<file path="config.mk">
export PLATFORM = sky130hd
export DESIGN_NAME = user_au_obi_reader
export DESIGN_NICKNAME = d
export VERILOG_FILES = /design/src/rtl/user_au_obi_reader.sv
export SDC_FILE = /design/constraint.sdc
export NUM_CORES = 1
export LEC_CHECK = 0
export CORE_MARGIN = 5
export CORE_UTILIZATION = 58
export CTS_BUF_LIST = sky130_fd_sc_hd__clkbuf_8
export DETAILED_ROUTE_END_ITERATION = 7
export PLACE_DENSITY = 0.88
export SKIP_CTS_REPAIR_TIMING = 1
export SYNTH_ARGS = -nofsm -noshare
export SYNTH_HDL_FRONTEND = slang
export SYNTH_SLANG_ARGS = --single-unit
</file>
<file path="constraint.sdc">
create_clock -name clk_i -period 11.9 [get_ports clk_i]
set_input_delay 2.38 -clock clk_i [delete_from_list [all_inputs] [get_ports clk_i]]
set_output_delay 2.38 -clock clk_i [all_outputs]
set_load 0.02 [all_outputs]
</file>
<file path="src/rtl/user_au_obi_reader.sv">
// user_au_obi_reader: OBI manager that fetches a block of 32-bit samples
// from memory and streams them out through a small sample FIFO.

package user_au_obi_pkg;
   localparam int unsigned AddrWidth = 32;
   localparam int unsigned IdWidth   = 1;

   typedef struct packed {
      logic [AddrWidth-1:0] addr;
      logic                 we;
      logic [3:0]           be;
      logic [31:0]          wdata;
      logic [IdWidth-1:0]   aid;
   } obi_a_t;

   typedef struct packed {
      logic   req;
      obi_a_t a;
   } obi_req_t;

   typedef struct packed {
      logic [31:0] rdata;
      logic        err;
   } obi_r_t;

   typedef struct packed {
      logic   gnt;
      logic   rvalid;
      obi_r_t r;
   } obi_rsp_t;
endpackage

module user_au_obi_reader
   import user_au_obi_pkg::*;
#(
   parameter int unsigned FifoDepth = 4
) (
   input  logic                 clk_i,
   input  logic                 rst_i,
   output obi_req_t             obi_req_o,
   input  obi_rsp_t             obi_rsp_i,
   input  logic                 start_i,
   input  logic                 stop_i,
   input  logic [AddrWidth-1:0] base_addr_i,
   input  logic [15:0]          len_i,
   input  logic                 loop_i,
   output logic                 busy_o,
   output logic                 done_o,
   output logic                 err_o,
   output logic [31:0]          data_o,
   output logic                 valid_o,
   input  logic                 ready_i
);

   localparam int unsigned PtrW = $clog2(FifoDepth);
   localparam int unsigned CntW = $clog2(FifoDepth + 1);

   typedef enum logic [1:0] {
      IDLE,
      REQ,
      WAIT,
      FLUSH
   } state_e;

   state_e               state_q, state_d;
   logic [15:0]          idx_q, idx_d;
   logic [15:0]          len_q, len_d;
   logic [AddrWidth-1:0] base_q, base_d;
   logic                 loop_q, loop_d;
   logic                 err_q, err_d;
   logic                 done_q, done_d;
   logic                 pend_q, pend_d;
   logic [PtrW-1:0]      wptr_q, wptr_d;
   logic [PtrW-1:0]      rptr_q, rptr_d;
   logic [CntW-1:0]      cnt_q, cnt_d;
   logic [31:0]          mem_q [FifoDepth];

   logic            push, pop, clr, free, last;
   logic [CntW-1:0] cnt_after;

   // Next-state logic: transfer sequencing, FIFO bookkeeping, OBI request.
   always_comb begin
      state_d   = state_q;
      idx_d     = idx_q;
      len_d     = len_q;
      base_d    = base_q;
      loop_d    = loop_q;
      err_d     = err_q;
      done_d    = 1'b0;
      pend_d    = pend_q;
      clr       = 1'b0;
      obi_req_o = '0;

      push = (state_q == WAIT) && pend_q && obi_rsp_i.rvalid
             && !obi_rsp_i.r.err && !stop_i;
      pop  = (cnt_q != '0) && ready_i;
      cnt_after = cnt_q + CntW'(push) - CntW'(pop);
      free = cnt_after < CntW'(FifoDepth);
      last = idx_q == (len_q - 16'd1);

      unique case (state_q)
         IDLE: begin
            if (start_i) begin
               base_d = base_addr_i & ~AddrWidth'(3);
               len_d  = len_i;
               loop_d = loop_i;
               err_d  = 1'b0;
               idx_d  = '0;
               pend_d = 1'b0;
               if (len_i == '0) begin
                  done_d = 1'b1;
               end else begin
                  state_d = free ? REQ : WAIT;
               end
            end
         end
         REQ: begin
            obi_req_o.req    = 1'b1;
            obi_req_o.a.be   = 4'hF;
            obi_req_o.a.addr = base_q + AddrWidth'({idx_q, 2'b00});
            if (stop_i) begin
               clr     = 1'b1;
               pend_d  = obi_rsp_i.gnt;
               state_d = obi_rsp_i.gnt ? FLUSH : IDLE;
            end else if (obi_rsp_i.gnt) begin
               pend_d  = 1'b1;
               state_d = WAIT;
            end
         end
         WAIT: begin
            if (stop_i) begin
               clr     = 1'b1;
               pend_d  = pend_q && !obi_rsp_i.rvalid;
               state_d = pend_d ? FLUSH : IDLE;
            end else if (pend_q && obi_rsp_i.rvalid) begin
               pend_d = 1'b0;
               if (obi_rsp_i.r.err) begin
                  err_d   = 1'b1;
                  state_d = IDLE;
               end else if (last && !loop_q) begin
                  done_d  = 1'b1;
                  state_d = IDLE;
               end else begin
                  idx_d   = last ? '0 : idx_q + 16'd1;
                  state_d = free ? REQ : WAIT;
               end
            end else if (!pend_q && free) begin
               state_d = REQ;
            end
         end
         FLUSH: begin
            if (obi_rsp_i.rvalid) begin
               pend_d  = 1'b0;
               state_d = IDLE;
            end
         end
         default: state_d = IDLE;
      endcase

      if (clr) begin
         wptr_d = '0;
         rptr_d = '0;
         cnt_d  = '0;
      end else begin
         wptr_d = wptr_q + PtrW'(push);
         rptr_d = rptr_q + PtrW'(pop);
         cnt_d  = cnt_after;
      end
   end

   // Control and FIFO pointer registers with synchronous reset.
   always_ff @(posedge clk_i) begin
      if (rst_i) begin
         state_q <= IDLE;
         idx_q   <= '0;
         len_q   <= '0;
         base_q  <= '0;
         loop_q  <= 1'b0;
         err_q   <= 1'b0;
         done_q  <= 1'b0;
         pend_q  <= 1'b0;
         wptr_q  <= '0;
         rptr_q  <= '0;
         cnt_q   <= '0;
      end else begin
         state_q <= state_d;
         idx_q   <= idx_d;
         len_q   <= len_d;
         base_q  <= base_d;
         loop_q  <= loop_d;
         err_q   <= err_d;
         done_q  <= done_d;
         pend_q  <= pend_d;
         wptr_q  <= wptr_d;
         rptr_q  <= rptr_d;
         cnt_q   <= cnt_d;
      end
   end

   // Sample storage; validity is tracked by the count, so no reset needed.
   always_ff @(posedge clk_i) begin
      if (push) begin
         mem_q[wptr_q] <= obi_rsp_i.r.rdata;
      end
   end

   assign busy_o  = state_q != IDLE;
   assign done_o  = done_q;
   assign err_o   = err_q;
   assign valid_o = cnt_q != '0;
   assign data_o  = valid_o ? mem_q[rptr_q] : '0;

endmodule
</file>
==> impl_metrics.py, run 1 <==
metrics = {
    "drt": {
        "routedWlPerCell_um": 17.8,
        "firstDrtPassIters": 5,
        "ant_nets": 0,
        "routed_wl_mm": 23.0,
        "vias_per_cell": 5.69,
        "drt_iter0_drc": 470,
        "drc": 0,
        "via_count": 7364,
    },
    "power": {
        "power.leakage_nw": 4.37,
        "p_total_mw": 2.17,
        "irDropWorstVdd_mv": 0.136,
        "power_density_nw_per_um2": 177,
    },
    "min_path": {
        "hold_path_end": "base_q[17]$_SDFFE_PP0P_",
        "min_path_type": "flip-flop to flip-flop",
        "min-delay-start": "base_q[17]$_SDFFE_PP0P_",
        "min_path_cells": 2,
    },
    "placement": {
        "pre_cts_ws_ns": 5.81,
        "dp_hpwl_mm": 15.6,
        "port_buffers": 157,
        "gp_congestion": 0.877,
        "place_area_um2": 11600,
        "dp_cells": 1233,
    },
    "synthesis": {
        "yosysTopAreaCellShare": 0.384,
        "yosys_warnings": 0,
        "netlist_area_um2": 10000,
        "synth-main-ff-cell": "edfxtp_1",
        "synth_edf_count": 128,
        "syn_inst": 889,
        "seq_area_frac_synth": 0.534,
        "synth.largest_area_cell": "edfxtp_1",
        "syn_area_per_cell_um2": 11.3,
        "ys_async_sr_fraction": 0,
        "synth_seq_cells": 203,
        "ys_types": 64,
        "synthTopCellsByArea": "edfxtp_1 (38%), dfxtp_1 (15%), mux4_2 (7.2%), nand2_1 (5.0%), a21oi_1 (4.1%)",
    },
    "timing": {
        "max_slew_margin": 0.261,
        "setup_tns_ns": 0,
        "rsz0062_at_grt": "no",
        "finalHoldViolations": 0,
        "finClkSkew_ns": 0.0168,
        "max_slew.worst_pin.slew_ns": 1.11,
        "slew_viol_final": 0,
        "setup_ws_ns": 5.20,
        "setup_viol": 0,
        "final.min_clock_period_ns": 6.70,
        "fmax_mhz": 149,
        "whs_ns": 0.458,
        "period_share": 0.563,
    },
    "clock_network": {
        "clock_sinks": 203,
        "cts_tree": "done",
        "clk_pin_slew_worst_paths_ns": 0.06,
        "insertion_delay_ns": 0.52,
        "cts-root-buf": "clkbuf_8",
        "htree_levels": 2,
        "clockBufferDepth": 3,
        "cts_buffers": 34,
    },
    "global_routing": {
        "antenna_found_initial": 1,
        "gr-total-overflow": 0,
        "grt_pass1_wl_mm": 36.6,
        "first_global_vias": 7154,
        "grt_start_max_net_pins": 55,
        "gr-usage-all-layers": 0.228,
    },
    "floorplanning": {
        "die_area_um2": 20000,
        "die_w_um": 141,
        "start_util": 0.585,
        "io_pins": 196,
        "row_count": 48,
        "fp.dieH_um": 141,
        "coreArea_um2": 17100,
    },
    "critical_path": {
        "crit_required_ns": 9.52,
        "crit_arrival_ns": 4.32,
        "critical_path_peak_fanout": 7,
        "worstSetupEndpointType": "primary output",
        "start_kind": "flip-flop",
        "crit_start": "idx_q[1]$_SDFFE_PP0P_",
        "worstSetupPathType": "flip-flop to primary output",
        "reg2reg_to": "idx_q[5]$_SDFFE_PP0P_",
        "r2r_slack_ns": 8.12,
        "reg2regPathDepth": 11,
        "r2r-start": "len_q[0]$_SDFFE_PP0P_",
    },
    "layout": {
        "drive_above_1_share": 0.0926,
        "final_cell_area_um2": 12200,
        "diodes": 0,
        "mostFrequentLayoutCell": "clkdlybuf4s50_1",
        "post-route-util": 0.714,
        "fin_cells": 1294,
        "nets": 1162,
        "syn2layout_area_growth_pct": 22.2,
        "mostFrequentLayoutCells": "clkdlybuf4s50_1 (156), nand2_1 (133), edfxtp_1 (128)",
    },
    "run": {
        "cap_violations": 0,
    },
    "status": {
        "outcome": "completed",
    },
}
-- final cells by class --
cell class / count / area, µm²
clock buffer: 36 / 495
sequential: 203 / 5350
fill: 1182 / 4890
timing repair buffer: 166 / 1630
inverter: 20 / 75.1
tap: 225 / 282
multi-input combinational: 619 / 4250
clock inverter: 25 / 143
-- logic make-up after synthesis --
| group | after synthesis | share of synthesized area |
|---|---|---|
| and+or+nand+nor | 321 | 0.164 |
| DFF | 203 | 0.534 |
| AOI/OAI and AO/OA | 149 | 0.0894 |
| buffers and inverters | 102 | 0.0563 |
| xor gates and xnor gates | 50 | 0.0438 |
| muxes | 34 | 0.0742 |
| adders and majority gates | 29 | 0.0378 |
| other | 1 | 0.000375 |
-- routing by layer --
metal	track usage	part of all wire	wire length, µm	vias to the layer above
met1	0.291	0.40	9240	3548
met3	0.0556	0.083	1920	47
met5	0	0.00057	13	-
met4	0.0750	0.024	558	2
li1	-	-	-	3466
met2	0.383	0.49	11300	301
-- synth_stat cells (4+ instances only) --
cell type	n
a211oi_1	4
a21oi_1	82
and2_1	30
and3_1	11
buf_4	40
buf_6	4
clkbuf_1	35
dfxtp_1	75
edfxtp_1	128
ha_1	27
inv_1	20
mux4_2	32
nand2_1	133
nand3_1	14
nand4_1	5
nor2_1	31
nor2b_1	36
nor3_1	16
nor3b_1	4
nor4_1	5
o211ai_1	4
o21a_1	6
o21ai_0	16
o31ai_1	10
or3_1	5
or4_1	13
xnor2_1	39
xor2_1	11
-- power by group --
group | leakage (nW) | switching [mW] | internal [mW]
clock | 0.369 | 0.273 | 0.306
combinational | 2.24 | 0.420 | 0.338
sequential | 1.76 | 0.0475 | 0.784
total | 4.37 | 0.740 | 1.43
-- worst max-delay path by stage --
stage / end / slack [ns]
CTS: obi_req_o[69] / 5.23
global route: obi_req_o[69] / 4.92
floorplan: mem_q[1][0]$_DFFE_PP_ / 5.95
detailed placement: obi_req_o[69] / 5.81
global placement: obi_req_o[69] / 5.88
finish: obi_req_o[69] / 5.20
-- worst max-delay path, stage by stage (launching register included) --
cell and delay, ns:
dfxtp_1 0.40, ha_1 0.32, a21o_1 0.11, a21oi_1 0.09, o311ai_0 0.57, a31oi_1 0.30, o31a_1 0.42, o21ai_1 0.47
nand4_1 0.23, xnor2_1 0.16, and2_1 0.13, clkdlybuf4s50_1 0.60
-- flip-flops by register name, indices dropped and copies added (netlist names) --
register / cells
state_q: 2
err_o: 1
loop_q: 1
done_o: 1
rptr_q: 2
wptr_q: 2
cnt_q: 3
len_q: 16
mem_q: 128
base_q: 30
idx_q: 16
pend_q: 1
No activity file was read; power rests on OpenSTA's default activity.
==> inputs of run 2 (changes only) <==
- CORE_UTILIZATION: 58 -> 49
- PLACE_DENSITY: 0.88 -> 0.79
- clock period: 11.9 -> 5.45 ns (I/O delays scaled with it)
==> run 2 against run 1 <==
Net effect:
- wire length down 1.6%
- die area up 17%
- cell count up 3.6%
- global-route usage down 3.6 points
- total power up 120%
- non-clock buffer count up 1
- clock skew up 0.010 ns
- first-iteration DRC count down 15%
- flip-flop and latch count unchanged
- count of clock-buffer cells in the layout up 3
- via count down 2.6%
==> impl_metrics.py, run 2 (synthesized netlist as in run 1, its figures left out) <==
metrics = {
    "layout": {
        "multi_input_area_um2": 4250,
        "nets": 1165,
        "largest_reg_flops": 128,
        "fill_cells": 1675,
        "syn2layout_area_growth_pct": 22.9,
        "drive_above_1_share": 0.0971,
        "mostFrequentLayoutCell": "clkdlybuf4s50_1",
        "mostFrequentLayoutCells": "clkdlybuf4s50_1 (156), nand2_1 (133), edfxtp_1 (128)",
        "register_area_um2": 5350,
        "diodes": 0,
        "largest_registers": "mem_q (128), base_q (30)",
        "top_register": "mem_q",
        "final_cell_area_um2": 12300,
    },
    "timing": {
        "setup_viol": 0,
        "max_slew.worst_pin.slew_ns": 1.10,
        "finClkSkew_ns": 0.0271,
        "final.min_clock_period_ns": 5.18,
        "setup_tns_ns": 0,
        "finalHoldViolations": 0,
        "fmax_mhz": 193,
        "max_slew_margin": 0.266,
        "rsz0062_at_grt": "no",
        "slew_viol_final": 0,
        "period_share": 0.950,
    },
    "drt": {
        "drc": 0,
        "vias_per_cell": 5.35,
        "via_count": 7174,
        "drt_iter0_drc": 401,
        "ant_nets": 0,
        "routedWlPerCell_um": 16.9,
        "routed_wl_mm": 22.6,
        "firstDrtPassIters": 5,
    },
    "min_path": {
        "min_path_type": "flip-flop to flip-flop",
    },
    "critical_path": {
        "crit_arrival_ns": 4.09,
        "critical_path_peak_fanout": 7,
        "start_kind": "flip-flop",
        "worstSetupEndpointType": "primary output",
        "worstSetupPathType": "flip-flop to primary output",
        "crit_required_ns": 4.36,
    },
    "clock_network": {
        "cts-root-buf": "clkbuf_8",
        "clk_pin_slew_worst_paths_ns": 0.05,
        "clock_sinks": 203,
        "insertion_delay_ns": 0.52,
        "cts_buffers": 36,
        "htree_levels": 2,
        "clockBufferDepth": 3,
        "cts_tree": "done",
    },
    "floorplanning": {
        "fp.dieH_um": 153,
        "row_count": 52,
        "die_w_um": 153,
        "die_area_um2": 23400,
        "coreArea_um2": 20200,
        "io_pins": 196,
        "start_util": 0.496,
    },
    "power": {
        "p_sw_mw": 1.62,
        "swShare": 0.342,
        "irDropWorstVdd_mv": 0.287,
        "p_total_mw": 4.74,
        "power_frac_seq": 0.387,
        "power_density_nw_per_um2": 385,
        "p_int_mw": 3.12,
        "combPwrFrac": 0.345,
        "power.leakage_nw": 4.35,
        "clkPwrFrac": 0.268,
    },
    "placement": {
        "place_area_um2": 11600,
        "port_buffers": 157,
        "gp_congestion": 0.852,
        "dp_hpwl_mm": 15.2,
    },
    "run": {
        "cap_violations": 0,
    },
    "global_routing": {
        "grt_pass1_wl_mm": 36.9,
        "antenna_found_initial": 0,
        "grt_start_max_net_pins": 54,
        "gr-total-overflow": 0,
        "first_global_vias": 7254,
        "gr-usage-all-layers": 0.192,
    },
    "status": {
        "outcome": "completed",
    },
}
## run 2: cell count changes in the layout (fill, tap and decap cells not counted), moves of 2 or more
cell and delta:
clkbuf_8 +3, clkinv_1 +4, inv_1 -7, inv_6 +2, inv_8 -2
## run 2: critical path: stages (launching register included)
cell             delay, ns
dfxtp_1               0.47
ha_1                  0.24
fa_1                  0.22
a21oi_1               0.11
o31a_1                0.28
a32oi_1               0.37
a41oi_1               0.24
a21oi_1               0.29
a21bo_2               0.27
nand3_1               0.12
xnor2_1               0.17
and2_1                0.16
clkdlybuf4s50_1       0.62
## run 2: final timing paths
check	endpoint	cells past startpoint	slack, ns	start
setup / recovery	obi_req_o[64]	12	0.27	idx_q[0]$_SDFFE_PP0P_
hold / removal	base_q[13]$_SDFFE_PP0P_	2	0.46	base_q[13]$_SDFFE_PP0P_
setup reg to reg	idx_q[5]$_SDFFE_PP0P_	11	1.78	len_q[0]$_SDFFE_PP0P_
hold reg to reg	base_q[13]$_SDFFE_PP0P_	2	0.46	base_q[13]$_SDFFE_PP0P_
## run 2: cell type report
class                      count  area share
clock buffer                  39      0.0436
clock inverter                23     0.00885
inverter                      20     0.00610
multi-input combinational    619       0.346
sequential                   203       0.435
tap                          270      0.0275
timing repair buffer         167       0.133
## run 2: through the flow
stage	util	setup slack (ns)	instances	hold slack (ns)
after floorplan	-	0.789	924	0.440
after CTS	0.610	0.115	1341	0.461
after detailed placement	0.578	0.714	1279	0.453
final	0.610	0.273	1341	0.460
after global routing	0.610	0.00217	1341	0.484
after global placement	0.578	0.701	1279	0.447
## run 2: power by group through the flow
stage	sequential (mW)	clock [mW]	combinational, mW
finish	1.83	1.27	1.64
global route	1.85	1.39	1.79
CTS	1.83	1.31	1.65
detailed placement	1.87	0	1.63
global placement	1.86	0	1.62
floorplan	1.80	0	1.13
## run 2: per-layer routing
layer,up-vias,wire length (µm),track usage
met1,3425,9720,0.245
met5,-,0,0
met4,0,554,0.0624
met3,42,1420,0.0390
met2,229,10900,0.329
li1,3478,-,-
==> inputs of run 3 (changes only) <==
- REMOVE_ABC_BUFFERS: not set -> 1
==> run 3 against run 2 <==
Net effect:
- combinational power hardly changed
- first-iteration DRC count is 6.5% higher
- non-clock buffer count stayed put
- global-route usage is 1.0 points lower
- wire length is 4.2% lower
- highest routed layer unchanged
- die area stayed put
- flip-flop and latch count stayed put
- clock skew is 0.018 ns lower
==> impl_metrics.py, run 3 (synthesized netlist as in run 1, its figures left out) <==
metrics = {
    "clock_network": {
        "clock_sinks": 203,
        "cts-root-buf": "clkbuf_8",
        "clk_pin_slew_worst_paths_ns": 0.06,
        "clockBufferDepth": 3,
        "htree_levels": 2,
        "insertion_delay_ns": 0.50,
        "cts_tree": "done",
        "cts_buffers": 34,
    },
    "drt": {
        "dr_wl_met3_mm": 1.66,
        "m1WireLength_mm": 9.29,
        "firstDrtPassIters": 6,
        "ant_nets": 0,
        "wl_met2_mm": 10.3,
        "routed_wl_mm": 21.7,
        "via_count": 7122,
        "highest_layer": "met4",
        "routedWlPerCell_um": 16.2,
        "drt_iter0_drc": 427,
        "drc": 0,
        "vias_per_cell": 5.31,
    },
    "timing": {
        "finClkSkew_ns": 0.00866,
        "final.min_clock_period_ns": 5.20,
        "max_slew.worst_pin.slew_ns": 1.16,
        "slew_viol_final": 0,
        "rsz0062_at_grt": "no",
        "period_share": 0.953,
        "fmax_mhz": 192,
        "setup_tns_ns": 0,
        "setup_viol": 0,
        "max_slew_margin": 0.224,
        "finalHoldViolations": 0,
    },
    "global_routing": {
        "grt_pass1_wl_mm": 35.7,
        "first_global_vias": 7247,
        "gr-usage-all-layers": 0.182,
        "antenna_found_initial": 0,
        "grt_start_max_net_pins": 54,
        "gr-total-overflow": 0,
    },
    "floorplanning": {
        "fp.dieH_um": 153,
        "coreArea_um2": 20200,
        "die_w_um": 153,
        "row_count": 52,
        "start_util": 0.496,
        "io_pins": 196,
        "die_area_um2": 23400,
    },
    "critical_path": {
        "crit_required_ns": 4.36,
        "reg2reg_to": "idx_q[14]$_SDFFE_PP0P_",
        "crit_arrival_ns": 4.11,
        "worstSetupPathType": "flip-flop to primary output",
        "crit_start": "idx_q[0]$_SDFFE_PP0P_",
        "critical_path_peak_fanout": 7,
        "r2r-start": "len_q[0]$_SDFFE_PP0P_",
        "reg2regPathDepth": 11,
        "r2r_slack_ns": 1.70,
        "worstSetupEndpointType": "primary output",
        "start_kind": "flip-flop",
    },
    "layout": {
        "final_cell_area_um2": 12300,
        "drive_above_1_share": 0.0991,
        "fin_cells": 1340,
        "mostFrequentLayoutCell": "clkdlybuf4s50_1",
        "diodes": 0,
        "mostFrequentLayoutCells": "clkdlybuf4s50_1 (156), nand2_1 (133), edfxtp_1 (128)",
        "syn2layout_area_growth_pct": 23.2,
        "nets": 1163,
        "largest_reg_flops": 128,
        "top_register": "mem_q",
        "largest_registers": "mem_q (128), base_q (30)",
        "post-route-util": 0.611,
    },
    "min_path": {
        "min-delay-start": "base_q[5]$_SDFFE_PP0P_",
        "hold_path_end": "base_q[5]$_SDFFE_PP0P_",
        "min_path_cells": 2,
        "min_path_type": "flip-flop to flip-flop",
    },
    "status": {
        "outcome": "completed",
    },
    "placement": {
        "gp_congestion": 0.884,
        "place_area_um2": 11700,
        "port_buffers": 157,
        "dp_cells": 1279,
        "dp_hpwl_mm": 14.8,
    },
    "power": {
        "power_density_nw_per_um2": 386,
        "power.leakage_nw": 4.40,
        "irDropWorstVdd_mv": 0.203,
    },
    "run": {
        "cap_violations": 0,
    },
}
-- run 3: cell types whose count changed in the layout (fill, tap and decap cells not counted), sizes merged --
cell,delta
bufinv,+1
clkbuf,+1
clkinv,-10
clkinvlp,-1
inv,+8
-- run 3: where the power goes --
| part | internal [mW] | total (mW) | switching, mW |
|---|---|---|---|
| sequential | 1.71 | 1.83 | 0.119 |
| clock | 0.719 | 1.30 | 0.585 |
| combinational | 0.743 | 1.62 | 0.878 |
-- run 3: final cells by class --
class                      instances  area [µm²]
fill                            1608        7850
sequential                       203        5350
multi-input combinational        619        4250
timing repair buffer             167        1640
clock buffer                      40         551
tap                              270         338
clock inverter                    21         119
inverter                          20        75.1
-- run 3: how the worst max path moves through the flow --
stage	slack (ns)	end	depth (start not counted)
after floorplan	0.89	mem_q[1][0]$_DFFE_PP_	4
after global placement	0.67	obi_req_o[69]	11
after detailed placement	0.62	obi_req_o[69]	11
after CTS	0.06	obi_req_o[59]	11
after global routing	0.001	obi_req_o[60]	12
final	0.25	obi_req_o[60]	12
-- run 3: critical path: stages, from the launching register on --
cell	delay [ns]
dfxtp_1	0.46
ha_1	0.23
fa_1	0.22
a21oi_1	0.09
o31a_1	0.30
a32oi_1	0.36
a41oi_1	0.26
a21oi_1	0.34
a21bo_2	0.28
nand4_1	0.13
xnor2_1	0.16
and2_1	0.15
clkdlybuf4s50_1	0.61
-- run 3: metal layers --
metal / up-vias / global-route usage
met5: - / 0
met4: 0 / 0.0395
met3: 45 / 0.0452
met2: 270 / 0.308
met1: 3346 / 0.238
li1: 3461 / -
-- run 3: metrics by stage --
| stage | hold slack [ns] | worst slack (ns) | total power, mW |
|---|---|---|---|
| after floorplan | 0.434 | 0.893 | 2.84 |
| after global placement | 0.447 | 0.673 | 3.47 |
| after detailed placement | 0.452 | 0.625 | 3.49 |
| after CTS | 0.460 | 0.0562 | 4.82 |
| after global routing | 0.479 | 0.00129 | 5.03 |
| final | 0.460 | 0.254 | 4.76 |
